[src/rtl/freq_disp_pkg.sv]
// Shared types and constants for the frequency display driver.
package freq_disp_pkg;

  // Conversion controller states.
  typedef enum logic [1:0] {
    IDLE    = 2'd0,
    CONVERT = 2'd1,
    COMMIT  = 2'd2
  } state_e;

  // Segment patterns in internal active-high form, bit 0 = a .. bit 6 = g.
  localparam logic [6:0] SEG_DASH  = 7'b1000000;
  localparam logic [6:0] SEG_BLANK = 7'b0000000;
  localparam logic [6:0] SEG_ZERO  = 7'b0111111;

  // 10^n, used to derive the largest displayable value at elaboration time.
  function automatic logic [63:0] pow10(input int unsigned n);
    logic [63:0] r;
    r = 64'd1;
    for (int unsigned i = 0; i < n; i++) begin
      r = r * 64'd10;
    end
    return r;
  endfunction

endpackage

[src/rtl/freq_display_driver_seg7_encode.sv]
// BCD nibble to 7-segment pattern (active-high, bit 0 = a .. bit 6 = g).
// Codes above 9 are not valid BCD and render as a blank digit.
module seg7_encode
  import freq_disp_pkg::*;
(
  input  logic [3:0] nibble_i,
  output logic [6:0] seg_o
);

  // Glyph lookup.
  always_comb begin
    unique case (nibble_i)
      4'd0:    seg_o = SEG_ZERO;
      4'd1:    seg_o = 7'b0000110;
      4'd2:    seg_o = 7'b1011011;
      4'd3:    seg_o = 7'b1001111;
      4'd4:    seg_o = 7'b1100110;
      4'd5:    seg_o = 7'b1101101;
      4'd6:    seg_o = 7'b1111101;
      4'd7:    seg_o = 7'b0000111;
      4'd8:    seg_o = 7'b1111111;
      4'd9:    seg_o = 7'b1101111;
      default: seg_o = SEG_BLANK;
    endcase
  end

endmodule

[src/rtl/freq_display_driver.sv]
// Frequency display driver: sequential binary-to-BCD conversion (shift-add-3,
// one bit per clock) on a load strobe, then a continuously refreshed
// multiplexed 7-segment display with leading-zero blanking and an overflow dash.
module freq_display_driver
  import freq_disp_pkg::*;
#(
  parameter int unsigned BIN_WIDTH   = 32,
  parameter int unsigned NUM_DIGITS  = 4,
  parameter int unsigned REFRESH_DIV = 100000,
  parameter bit          SEG_ACT_LOW = 1'b1,
  parameter bit          DIG_ACT_LOW = 1'b1
)(
  input  logic                  clk,
  input  logic                  rst,
  input  logic [BIN_WIDTH-1:0]  bin_in,
  input  logic                  load,
  input  logic                  blank_lz,
  output logic                  busy,
  output logic                  overflow,
  output logic [6:0]            seg,
  output logic [NUM_DIGITS-1:0] Dig
);

  localparam int unsigned SCR_W = 4 * NUM_DIGITS;
  localparam int unsigned CNT_W = $clog2(BIN_WIDTH + 1);
  localparam int unsigned REF_W = $clog2(REFRESH_DIV);
  localparam int unsigned IDX_W = (NUM_DIGITS > 1) ? $clog2(NUM_DIGITS) : 1;

  localparam logic [63:0]           MAX_DISP = pow10(NUM_DIGITS) - 64'd1;
  localparam logic [6:0]            SEG_POL  = SEG_ACT_LOW ? 7'h7F : 7'h00;
  localparam logic [NUM_DIGITS-1:0] DIG_POL  = {NUM_DIGITS{DIG_ACT_LOW}};
  localparam logic [NUM_DIGITS-1:0] DIG_ZERO = NUM_DIGITS'(1);

  // Conversion state.
  state_e               state_q,    state_d;
  logic [BIN_WIDTH-1:0] shift_q,    shift_d;
  logic [SCR_W-1:0]     scratch_q,  scratch_d;
  logic [CNT_W-1:0]     bit_cnt_q,  bit_cnt_d;
  logic                 ovf_pend_q, ovf_pend_d;
  logic [SCR_W-1:0]     disp_q,     disp_d;
  logic                 overflow_q, overflow_d;
  logic [SCR_W-1:0]     adj;

  // Refresh / output state.
  logic [REF_W-1:0]      ref_cnt_q;
  logic [IDX_W-1:0]      dig_idx_q;
  logic [6:0]            seg_q;
  logic [NUM_DIGITS-1:0] dig_q;

  logic [NUM_DIGITS-1:0] hi_zero;
  logic                  all_zero;
  logic [3:0]            nibble;
  logic                  hi_zero_sel;
  logic [6:0]            seg_enc;
  logic [6:0]            seg_next;
  logic [NUM_DIGITS-1:0] dig_next;

  // Controller registers; everything returns to a defined state on reset,
  // so an in-flight conversion and the held display value are both dropped.
  always_ff @(posedge clk) begin
    // NOTE: state is updated with non-blocking assignments so every register
    // samples the pre-edge values, independent of statement order.
    if (rst) begin
      state_q    <= IDLE;
      shift_q    <= '0;
      scratch_q  <= '0;
      bit_cnt_q  <= '0;
      ovf_pend_q <= 1'b0;
      disp_q     <= '0;
      overflow_q <= 1'b0;
    end else begin
      state_q    <= state_d;
      shift_q    <= shift_d;
      scratch_q  <= scratch_d;
      bit_cnt_q  <= bit_cnt_d;
      ovf_pend_q <= ovf_pend_d;
      disp_q     <= disp_d;
      overflow_q <= overflow_d;
    end
  end

  // Next-state logic: accept load only when idle, shift-add-3 per bit, then commit.
  always_comb begin
    // NOTE: every variable gets a default before the case so no path leaves
    // it unassigned, which would otherwise infer a latch.
    state_d    = state_q;
    shift_d    = shift_q;
    scratch_d  = scratch_q;
    bit_cnt_d  = bit_cnt_q;
    ovf_pend_d = ovf_pend_q;
    disp_d     = disp_q;
    overflow_d = overflow_q;
    adj        = scratch_q;

    unique case (state_q)
      IDLE: begin
        if (load) begin
          shift_d    = bin_in;
          scratch_d  = '0;
          bit_cnt_d  = CNT_W'(BIN_WIDTH);
          ovf_pend_d = (64'(bin_in) > MAX_DISP);
          state_d    = CONVERT;
        end
      end
      CONVERT: begin
        for (int i = 0; i < int'(NUM_DIGITS); i++) begin
          if (scratch_q[i*4 +: 4] >= 4'd5) begin
            adj[i*4 +: 4] = scratch_q[i*4 +: 4] + 4'd3;
          end
        end
        // Bits leaving the top of the scratch are dropped; ovf_pend covers them.
        scratch_d = {adj[SCR_W-2:0], shift_q[BIN_WIDTH-1]};
        shift_d   = shift_q << 1;
        bit_cnt_d = bit_cnt_q - CNT_W'(1);
        if (bit_cnt_q == CNT_W'(1)) begin
          state_d = COMMIT;
        end
      end
      COMMIT: begin
        disp_d     = scratch_q;
        overflow_d = ovf_pend_q;
        state_d    = IDLE;
      end
      default: state_d = IDLE;
    endcase
  end

  // Free-running refresh timer and digit scan index.
  always_ff @(posedge clk) begin
    if (rst) begin
      ref_cnt_q <= '0;
      dig_idx_q <= '0;
    end else if (ref_cnt_q == REF_W'(REFRESH_DIV - 1)) begin
      ref_cnt_q <= '0;
      dig_idx_q <= (dig_idx_q == IDX_W'(NUM_DIGITS - 1)) ? '0 : dig_idx_q + IDX_W'(1);
    end else begin
      ref_cnt_q <= ref_cnt_q + REF_W'(1);
    end
  end

  // hi_zero[i]: digit i and every more-significant digit are zero.
  always_comb begin
    all_zero = 1'b1;
    hi_zero  = '0;
    for (int i = int'(NUM_DIGITS) - 1; i >= 0; i--) begin
      all_zero   = all_zero & (disp_q[i*4 +: 4] == 4'd0);
      hi_zero[i] = all_zero;
    end
  end

  // Select the scanned digit and build its one-hot enable.
  always_comb begin
    nibble      = 4'd0;
    hi_zero_sel = 1'b0;
    dig_next    = '0;
    for (int i = 0; i < int'(NUM_DIGITS); i++) begin
      if (dig_idx_q == IDX_W'(i)) begin
        nibble      = disp_q[i*4 +: 4];
        hi_zero_sel = hi_zero[i];
        dig_next[i] = 1'b1;
      end
    end
  end

  seg7_encode u_seg7 (
    .nibble_i (nibble),
    .seg_o    (seg_enc)
  );

  // Digit content priority: overflow dash, then leading-zero blank, then glyph.
  always_comb begin
    if (overflow_q) begin
      seg_next = SEG_DASH;
    end else if (blank_lz && hi_zero_sel && (dig_idx_q != '0)) begin
      seg_next = SEG_BLANK;
    end else begin
      seg_next = seg_enc;
    end
  end

  // Output registers; polarity is applied only here.
  always_ff @(posedge clk) begin
    if (rst) begin
      seg_q <= SEG_ZERO ^ SEG_POL;
      dig_q <= DIG_ZERO ^ DIG_POL;
    end else begin
      seg_q <= seg_next ^ SEG_POL;
      dig_q <= dig_next ^ DIG_POL;
    end
  end

  assign busy     = (state_q != IDLE);
  assign overflow = overflow_q;
  assign seg      = seg_q;
  assign Dig      = dig_q;

endmodule

[config.mk]
export PLATFORM = sky130hd
export DESIGN_NAME = freq_display_driver
export DESIGN_NICKNAME = d
export VERILOG_FILES = /design/src/rtl/freq_disp_pkg.sv /design/src/rtl/freq_display_driver_seg7_encode.sv /design/src/rtl/freq_display_driver.sv
export SDC_FILE = /design/constraint.sdc
export NUM_CORES = 1
export LEC_CHECK = 0
export BUFFER_PORTS_ARGS = -buffer_cell sky130_fd_sc_hd__buf_2
export CORE_UTILIZATION = 53
export DETAILED_ROUTE_END_ITERATION = 10
export GPL_TIMING_DRIVEN = 0
export MAX_ROUTING_LAYER = met4
export PLACE_DENSITY = 0.84
export SLEW_MARGIN = 10
export SYNTH_ARGS = -nofsm -noshare
export SYNTH_HDL_FRONTEND = slang
export SYNTH_SLANG_ARGS = --single-unit
export TNS_END_PERCENT = 1
[constraint.sdc]
create_clock -name clk -period 2.1 [get_ports clk]
set_input_delay 0 -clock clk [delete_from_list [all_inputs] [get_ports clk]]
set_output_delay 0 -clock clk [all_outputs]
set_load 0.05 [all_outputs]
==> results of run 1 <==
## registers in the layout (all words and copies together), names as in the netlist
register / count
state_q: 2
overflow: 1
dig_idx_q: 2
Dig: 4
ref_cnt_q: 17
ovf_pend_q: 1
seg: 7
scratch_q: 16
bit_cnt_q: 6
shift_q: 32
disp_q: 16
## area by class of cell
| cell class | instances | area (um^2) | area share |
|---|---|---|---|
| Buffer | 35 | 169 | 0.0279 |
| Clock buffer | 10 | 138 | 0.0227 |
| Clock inverter | 6 | 90.1 | 0.0149 |
| Inverter | 19 | 71.3 | 0.0118 |
| Multi-Input combinational cell | 414 | 2610 | 0.430 |
| Sequential cell | 104 | 2090 | 0.345 |
| Tap cell | 108 | 135 | 0.0223 |
| Timing Repair Buffer | 101 | 757 | 0.125 |
## per-layer routing
layer	vias up	share of wire	GRT usage	wire (um)
li1	2222	-	-	-
met1	2234	0.41	0.317	5360
met2	168	0.51	0.451	6550
met3	30	0.056	0.0592	728
met4	0	0.023	0.102	293
met5	-	0	-	0
## timing repair
| item | CTS | global route |
|---|---|---|
| gates cloned | 0 | 3 |
| gates resized for setup | 3 | 44 |
| hold buffers | 32 | 0 |
| endpoints found under the hold margin | 33 | 0 |
| setup buffers | 2 | 17 |
| endpoints found under the setup margin | 6 | 49 |
| pin swaps | 3 | 16 |
## cell families (layout without fill, tap and decap cells)
group / count (synthesis) / after routing / synth area share
buffers and inverters: 54 / 171 / 0.0472
AND/OR/NAND/NOR: 219 / 219 / 0.219
XOR/XNOR: 23 / 23 / 0.0424
adder cells (fa/ha/maj): 20 / 20 / 0.0527
multiplexers: 3 / 3 / 0.00632
AO/OA/AOI/OAI: 149 / 149 / 0.194
flip-flops: 104 / 104 / 0.438
## stage by stage
stage	hold WS [ns]	worst slack [ns]
finish	0.0637	-0.0627
global route	0.0913	-0.136
CTS	0.0591	-0.118
detailed placement	0.256	-0.188
global placement	0.248	-0.121
floorplan	0.136	0.0108
## cells in the mapped netlist, types with 2 or more instances
| library cell | count |
|---|---|
| a211o_1 | 2 |
| mux2i_1 | 3 |
| nand3b_1 | 4 |
| a31oi_1 | 4 |
| nor3_1 | 11 |
| nor2b_1 | 5 |
| xor2_1 | 11 |
| or3_1 | 2 |
| a21o_1 | 4 |
| o31ai_1 | 2 |
| nor3b_1 | 4 |
| and2_1 | 4 |
| or4_1 | 2 |
| nand4_1 | 3 |
| nand2_1 | 83 |
| nand2b_1 | 11 |
| a211oi_1 | 7 |
| dfxtp_1 | 104 |
| nor4b_1 | 2 |
| buf_1 | 3 |
| and3_1 | 2 |
| o21ai_0 | 11 |
| buf_6 | 2 |
| nor2_1 | 46 |
| inv_1 | 19 |
| a21oi_1 | 81 |
| nor4_1 | 12 |
| nand3_1 | 23 |
| ha_1 | 20 |
| clkbuf_1 | 27 |
| xnor2_1 | 12 |
| a22oi_1 | 31 |
## power groups by stage
stage	combinational, mW	clock [mW]	sequential [mW]
finish	0.429	1.42	2.09
global route	0.469	1.51	2.09
global placement	0.351	0	2.13
detailed placement	0.364	0	2.13
floorplan	0.242	0	2.12
CTS	0.410	1.43	2.09
## critical path: cells and delay by family (launching register included)
kind	cells	cell delay [ns]
fa+ha+maj	2	0.34
compound gates	3	0.50
buf+inv	4	0.55
flops	1	0.38
simple gates	2	0.26
## worst paths after layout
path / from / end / slack (ns) / cells after the start
setup / recovery: dig_idx_q[0]$_SDFFE_PP0P_ / seg[2]$_SDFF_PP0_ / -0.06 / 11
hold reg to reg: ovf_pend_q$_SDFFE_PP0P_ / overflow$_SDFFE_PP0N_ / 0.46 / 2
hold / removal: load / shift_q[0]$_SDFFE_PP0P_ / 0.06 / 4
setup reg to reg: dig_idx_q[0]$_SDFFE_PP0P_ / seg[2]$_SDFF_PP0_ / -0.06 / 11
==> qor.csv, run 1 <==
stage,metric,value,unit
critical_path,"slowest stage cell, crit path",dfxtp_4,
detailed_routing,DR pass1 iterations,5,
sta,worst rel slew slack,0.557,
global_routing,total gr overflow,0,
global_routing,pin count of the biggest net entering global routing,18,
pwr,Max VDD drop,0.583,mV
yosys,Synth cell types,47,
sta,"Slew Viols, Final",0,
pwr,Clock power frac,0.361,
yosys,Avg Inst Size Synth,8.30,um^2
yosys,Async SR Flop Fraction,0,
pwr,leakage power,2.25,nW
die,total I/O pin count,49,
critical_path,CP Data Arrival Time,2.40,ns
finish,fin nets,740,
clock_tree,CTS Buffer Depth,2,
outcome,status,finished with violations,
finish,Final Non-Filler Cells,797,
place,IO Port Bufs,47,
critical_path,CP Class,reg2reg,
detailed_routing,Avg Vias per Cell,5.84,
finish,"Core Util, Final",0.698,
clock_tree,clock latency on the worst-skew pair,0.38,ns
clock_tree,# clock sinks,104,
pwr,share of power burned in registers,0.530,
clock_tree,clk slew on worst S/H paths,0.10,ns
die,chip height,96.7,um
outcome,failing checks,setup timing,
place,area post-placement,5150,um^2
die,Initial Utilization,0.547,
yosys,Yosys reg bits,104,
detailed_routing,Vias,4654,
clock_tree,CTS Buf Count,9,
critical_path,crit path max fanout,5,
pwr,Power Total,3.94,mW
sta,skew final,0.00793,ns
finish,fraction of layout cells with a size suffix above 1,0.190,
clock_tree,Root Buffer,clkbuf_8,
sta,Tmin final,2.16,ns
clock_tree,CTS tree,built,
pwr,Internal,2.91,mW
sta,slack of the critical path,-0.0627,ns
sta,Worst Tran Pin Value,0.659,ns
global_routing,GRT Total Usage,0.270,
yosys,Gate Count Post-Synth,572,
finish,number of fill cells,643,
detailed_routing,drc violations,0,
finish,Syn-to-layout area delta,27.6,%
yosys,Post-synth EDFFs,0,
finish,diode count,0,
sta,setup tns final,-0.232,ns
die,die area,9340,um^2
finish,design area,6060,um^2
yosys,share of the synthesized area in the top cell type,0.438,
detailed_routing,WL/cell,16.2,um
sta,# setup viols final,7,
global_routing,vias in the first global route,4400,
sta,f_max,462,MHz
yosys,"Top FF cell, synth",dfxtp_1,
critical_path,startpoint types,flip-flop,
critical_path,worst-path cell chain,buf_6 > ha_4 > buf_8 > nor2b_1 > a211o_1 > buf_6 > buf_4 > ha_4 > a21oi_1 > or2_2 > a21oi_2,
global_routing,initial antenna violation count,0,
critical_path,Required @ worst endpoint,2.34,ns
critical_path,CP peak stage delay,0.38,ns
pwr,switching part of the total,0.260,
pwr,combinational share of power,0.109,
yosys,synth top area cells,"dfxtp_1 44%, a21oi_1 8.5%, nand2_1 6.6%",
yosys,synthesized cell area,4750,um^2
detailed_routing,1st-iter DRT viols,297,
die,core area,8680,um^2
sta,RSZ-0062 raised after global routing,yes,
pwr,pwr dens,650,nW/um^2
detailed_routing,WL final,12900,um
place,Final HPWL DP,7860,um
finish,"most common cell after layout, fill and taps aside",dfxtp_1,
yosys,post-synthesis sequential area ratio,0.438,
sta,final period utilization,1.03,
finish,"commonest non-fill, non-tap cells in the layout","101 x dfxtp_1, 83 x nand2_1, 79 x a21oi_1, 49 x buf_2, 44 x nor2_1",
die,row count,34,
detailed_routing,Antenna Nets Post-Route,0,
clock_tree,H-tree depth,3,
critical_path,Worst Setup End Kind,flip-flop,
global_routing,global-route wire length before repair,20100,um
place,GPL Wtd Cong,0.853,
yosys,syn nets,628,
die,die width,96.7,um
yosys,Syn. warnings,0,
hold_path,Worst Hold Class,in2reg,
job,max-cap viol count,0,
pwr,switching pwr,1.02,mW
place,placed cells,727,
sta,final-report hold violation count,0,
yosys,largest area contributor in the netlist,dfxtp_1,
(Power assumes the default switching activity.)
==> run 2, diff against run 1 <==
SETUP_SLACK_MARGIN = 0.2   (was unset)
==> qor.csv, run 2 (synthesized netlist as in run 1, its figures left out) <==
stage,metric,value,unit
critical_path,CP Data Arrival Time,2.48,ns
die,core area,8680,um^2
critical_path,reg2reg setup slack,-0.08,ns
sta,f_max,459,MHz
clock_tree,CTS Buffer Depth,2,
critical_path,r2r endpoint,seg[2]$_SDFF_PP0_,
finish,diode count,0,
sta,Tmin final,2.18,ns
sta,slack of the critical path,-0.0807,ns
die,total I/O pin count,49,
finish,Reg with most FFs,shift_q,
detailed_routing,Antenna Nets Post-Route,0,
clock_tree,H-tree depth,3,
global_routing,global-route wire length before repair,20500,um
critical_path,Worst Setup End Kind,flip-flop,
critical_path,Worst R2R Start,dig_idx_q[1]$_SDFFE_PP0P_,
sta,Worst Tran Pin Value,0.659,ns
sta,"Slew Viols, Final",0,
finish,"most common cell after layout, fill and taps aside",dfxtp_1,
pwr,Power Total,3.82,mW
critical_path,CP peak stage delay,0.40,ns
clock_tree,clock latency on the worst-skew pair,0.36,ns
place,IO Port Bufs,47,
die,die width,96.7,um
sta,skew final,0.0104,ns
outcome,failing checks,setup timing,
critical_path,worst-path cell chain,inv_4 > ha_4 > buf_6 > nand3b_1 > a221oi_4 > buf_6 > ha_1 > a21oi_1 > or2_2 > a21oi_2,
sta,Hold WS,0.107,ns
sta,final period utilization,1.04,
clock_tree,clk slew on worst S/H paths,0.10,ns
critical_path,"slowest stage cell, crit path",dfxtp_4,
place,GPL Wtd Cong,0.854,
hold_path,Worst Min Path Start,load,
pwr,pwr dens,640,nW/um^2
outcome,status,finished with violations,
global_routing,total gr overflow,0,
critical_path,"Top cell by count, worst path",buf_6,
clock_tree,CTS tree,built,
critical_path,R2R depth,10,
sta,worst rel slew slack,0.557,
finish,"commonest non-fill, non-tap cells in the layout","100 x dfxtp_1, 83 x nand2_1, 78 x a21oi_1, 48 x buf_2, 45 x nor2_1",
die,Initial Utilization,0.547,
die,die area,9340,um^2
sta,setup tns final,-0.268,ns
detailed_routing,Vias,4592,
place,area post-placement,5200,um^2
detailed_routing,drc violations,0,
finish,Final Non-Filler Cells,787,
finish,fin nets,730,
detailed_routing,DR pass1 iterations,5,
detailed_routing,Avg Vias per Cell,5.83,
finish,design area,5970,um^2
place,placed cells,727,
finish,fraction of layout cells with a size suffix above 1,0.193,
pwr,leakage power,2.21,nW
detailed_routing,WL/cell,16.1,um
finish,"Core Util, Final",0.688,
finish,Largest regs,"shift_q: 32 flops, ref_cnt_q: 17 flops",
detailed_routing,WL final,12700,um
sta,# setup viols final,5,
sta,RSZ-0062 raised after global routing,yes,
place,pre-CTS setup slack,-0.130,ns
global_routing,initial antenna violation count,0,
critical_path,Worst path depth,10,
global_routing,vias in the first global route,4531,
sta,final-report hold violation count,0,
finish,Largest register FFs,32,
clock_tree,CTS Buf Count,9,
critical_path,CP Class,reg2reg,
die,chip height,96.7,um
place,Final HPWL DP,7770,um
pwr,Max VDD drop,0.470,mV
global_routing,pin count of the biggest net entering global routing,19,
clock_tree,Root Buffer,clkbuf_8,
critical_path,Critical path buffers and inverters,3,
hold_path,Hold Path Depth,4,
job,max-cap viol count,0,
global_routing,GRT Total Usage,0.275,
critical_path,startpoint types,flip-flop,
clock_tree,# clock sinks,104,
finish,Syn-to-layout area delta,25.8,%
detailed_routing,1st-iter DRT viols,281,
hold_path,hold endpoint,shift_q[0]$_SDFFE_PP0P_,
hold_path,Worst Hold Class,in2reg,
critical_path,crit path max fanout,6,
critical_path,Required @ worst endpoint,2.40,ns
critical_path,critical path's top delay family,simple AND/OR/NAND/NOR gates,
die,row count,34,
run 2: worst max path at each step:
stage,startpoint,endpoint
after floorplan,dig_idx_q[1]$_SDFFE_PP0P_,seg[3]$_SDFF_PP0_
after global placement,dig_idx_q[1]$_SDFFE_PP0P_,seg[3]$_SDFF_PP0_
after detailed placement,dig_idx_q[1]$_SDFFE_PP0P_,seg[2]$_SDFF_PP0_
after CTS,dig_idx_q[1]$_SDFFE_PP0P_,seg[6]$_SDFF_PP1_
after global routing,dig_idx_q[1]$_SDFFE_PP0P_,seg[2]$_SDFF_PP0_
final,dig_idx_q[1]$_SDFFE_PP0P_,seg[2]$_SDFF_PP0_
run 2: cell type report:
| cell class | count | area [um^2] |
|---|---|---|
| tap | 108 | 135 |
| sequential | 104 | 2090 |
| multi-input combinational | 414 | 2630 |
| clock inverter | 7 | 78.8 |
| clock buffer | 9 | 124 |
| buffer | 35 | 179 |
| inverter | 19 | 76.3 |
| timing repair buffer | 91 | 654 |
| fill | 665 | 2700 |
run 2: timing repair:
item	in CTS	in global routing
cloned	2	0
gates resized for setup	19	38
hold buffers	32	0
buffers inserted	7	3
endpoints found under the setup margin	31	70
pin swaps	8	8
hold endpoints to repair	33	0
run 2: report_power, final:
part           internal, mW  leakage (nW)  total (mW)  switching, mW
sequential             2.04         0.848        2.09         0.0494
combinational         0.171          1.25       0.433          0.262
clock                 0.568         0.106        1.30          0.733
total                  2.78          2.21        3.82           1.04
run 2: layer usage:
metal | track usage | up-vias | part of all wire
li1 | - | 2193 | -
met1 | 0.311 | 2167 | 0.41
met2 | 0.480 | 192 | 0.51
met3 | 0.0376 | 40 | 0.051
met4 | 0.126 | 0 | 0.032
met5 | - | - | 0
run 2: tightest hold or removal path, delay by kind of cell:
| kind | cells | cell delay [ns] |
|---|---|---|
| and+or+nand+nor | 2 | 0.28 |
| buffers and inverters | 1 | 0.09 |
| AOI/OAI and AO/OA | 1 | 0.06 |
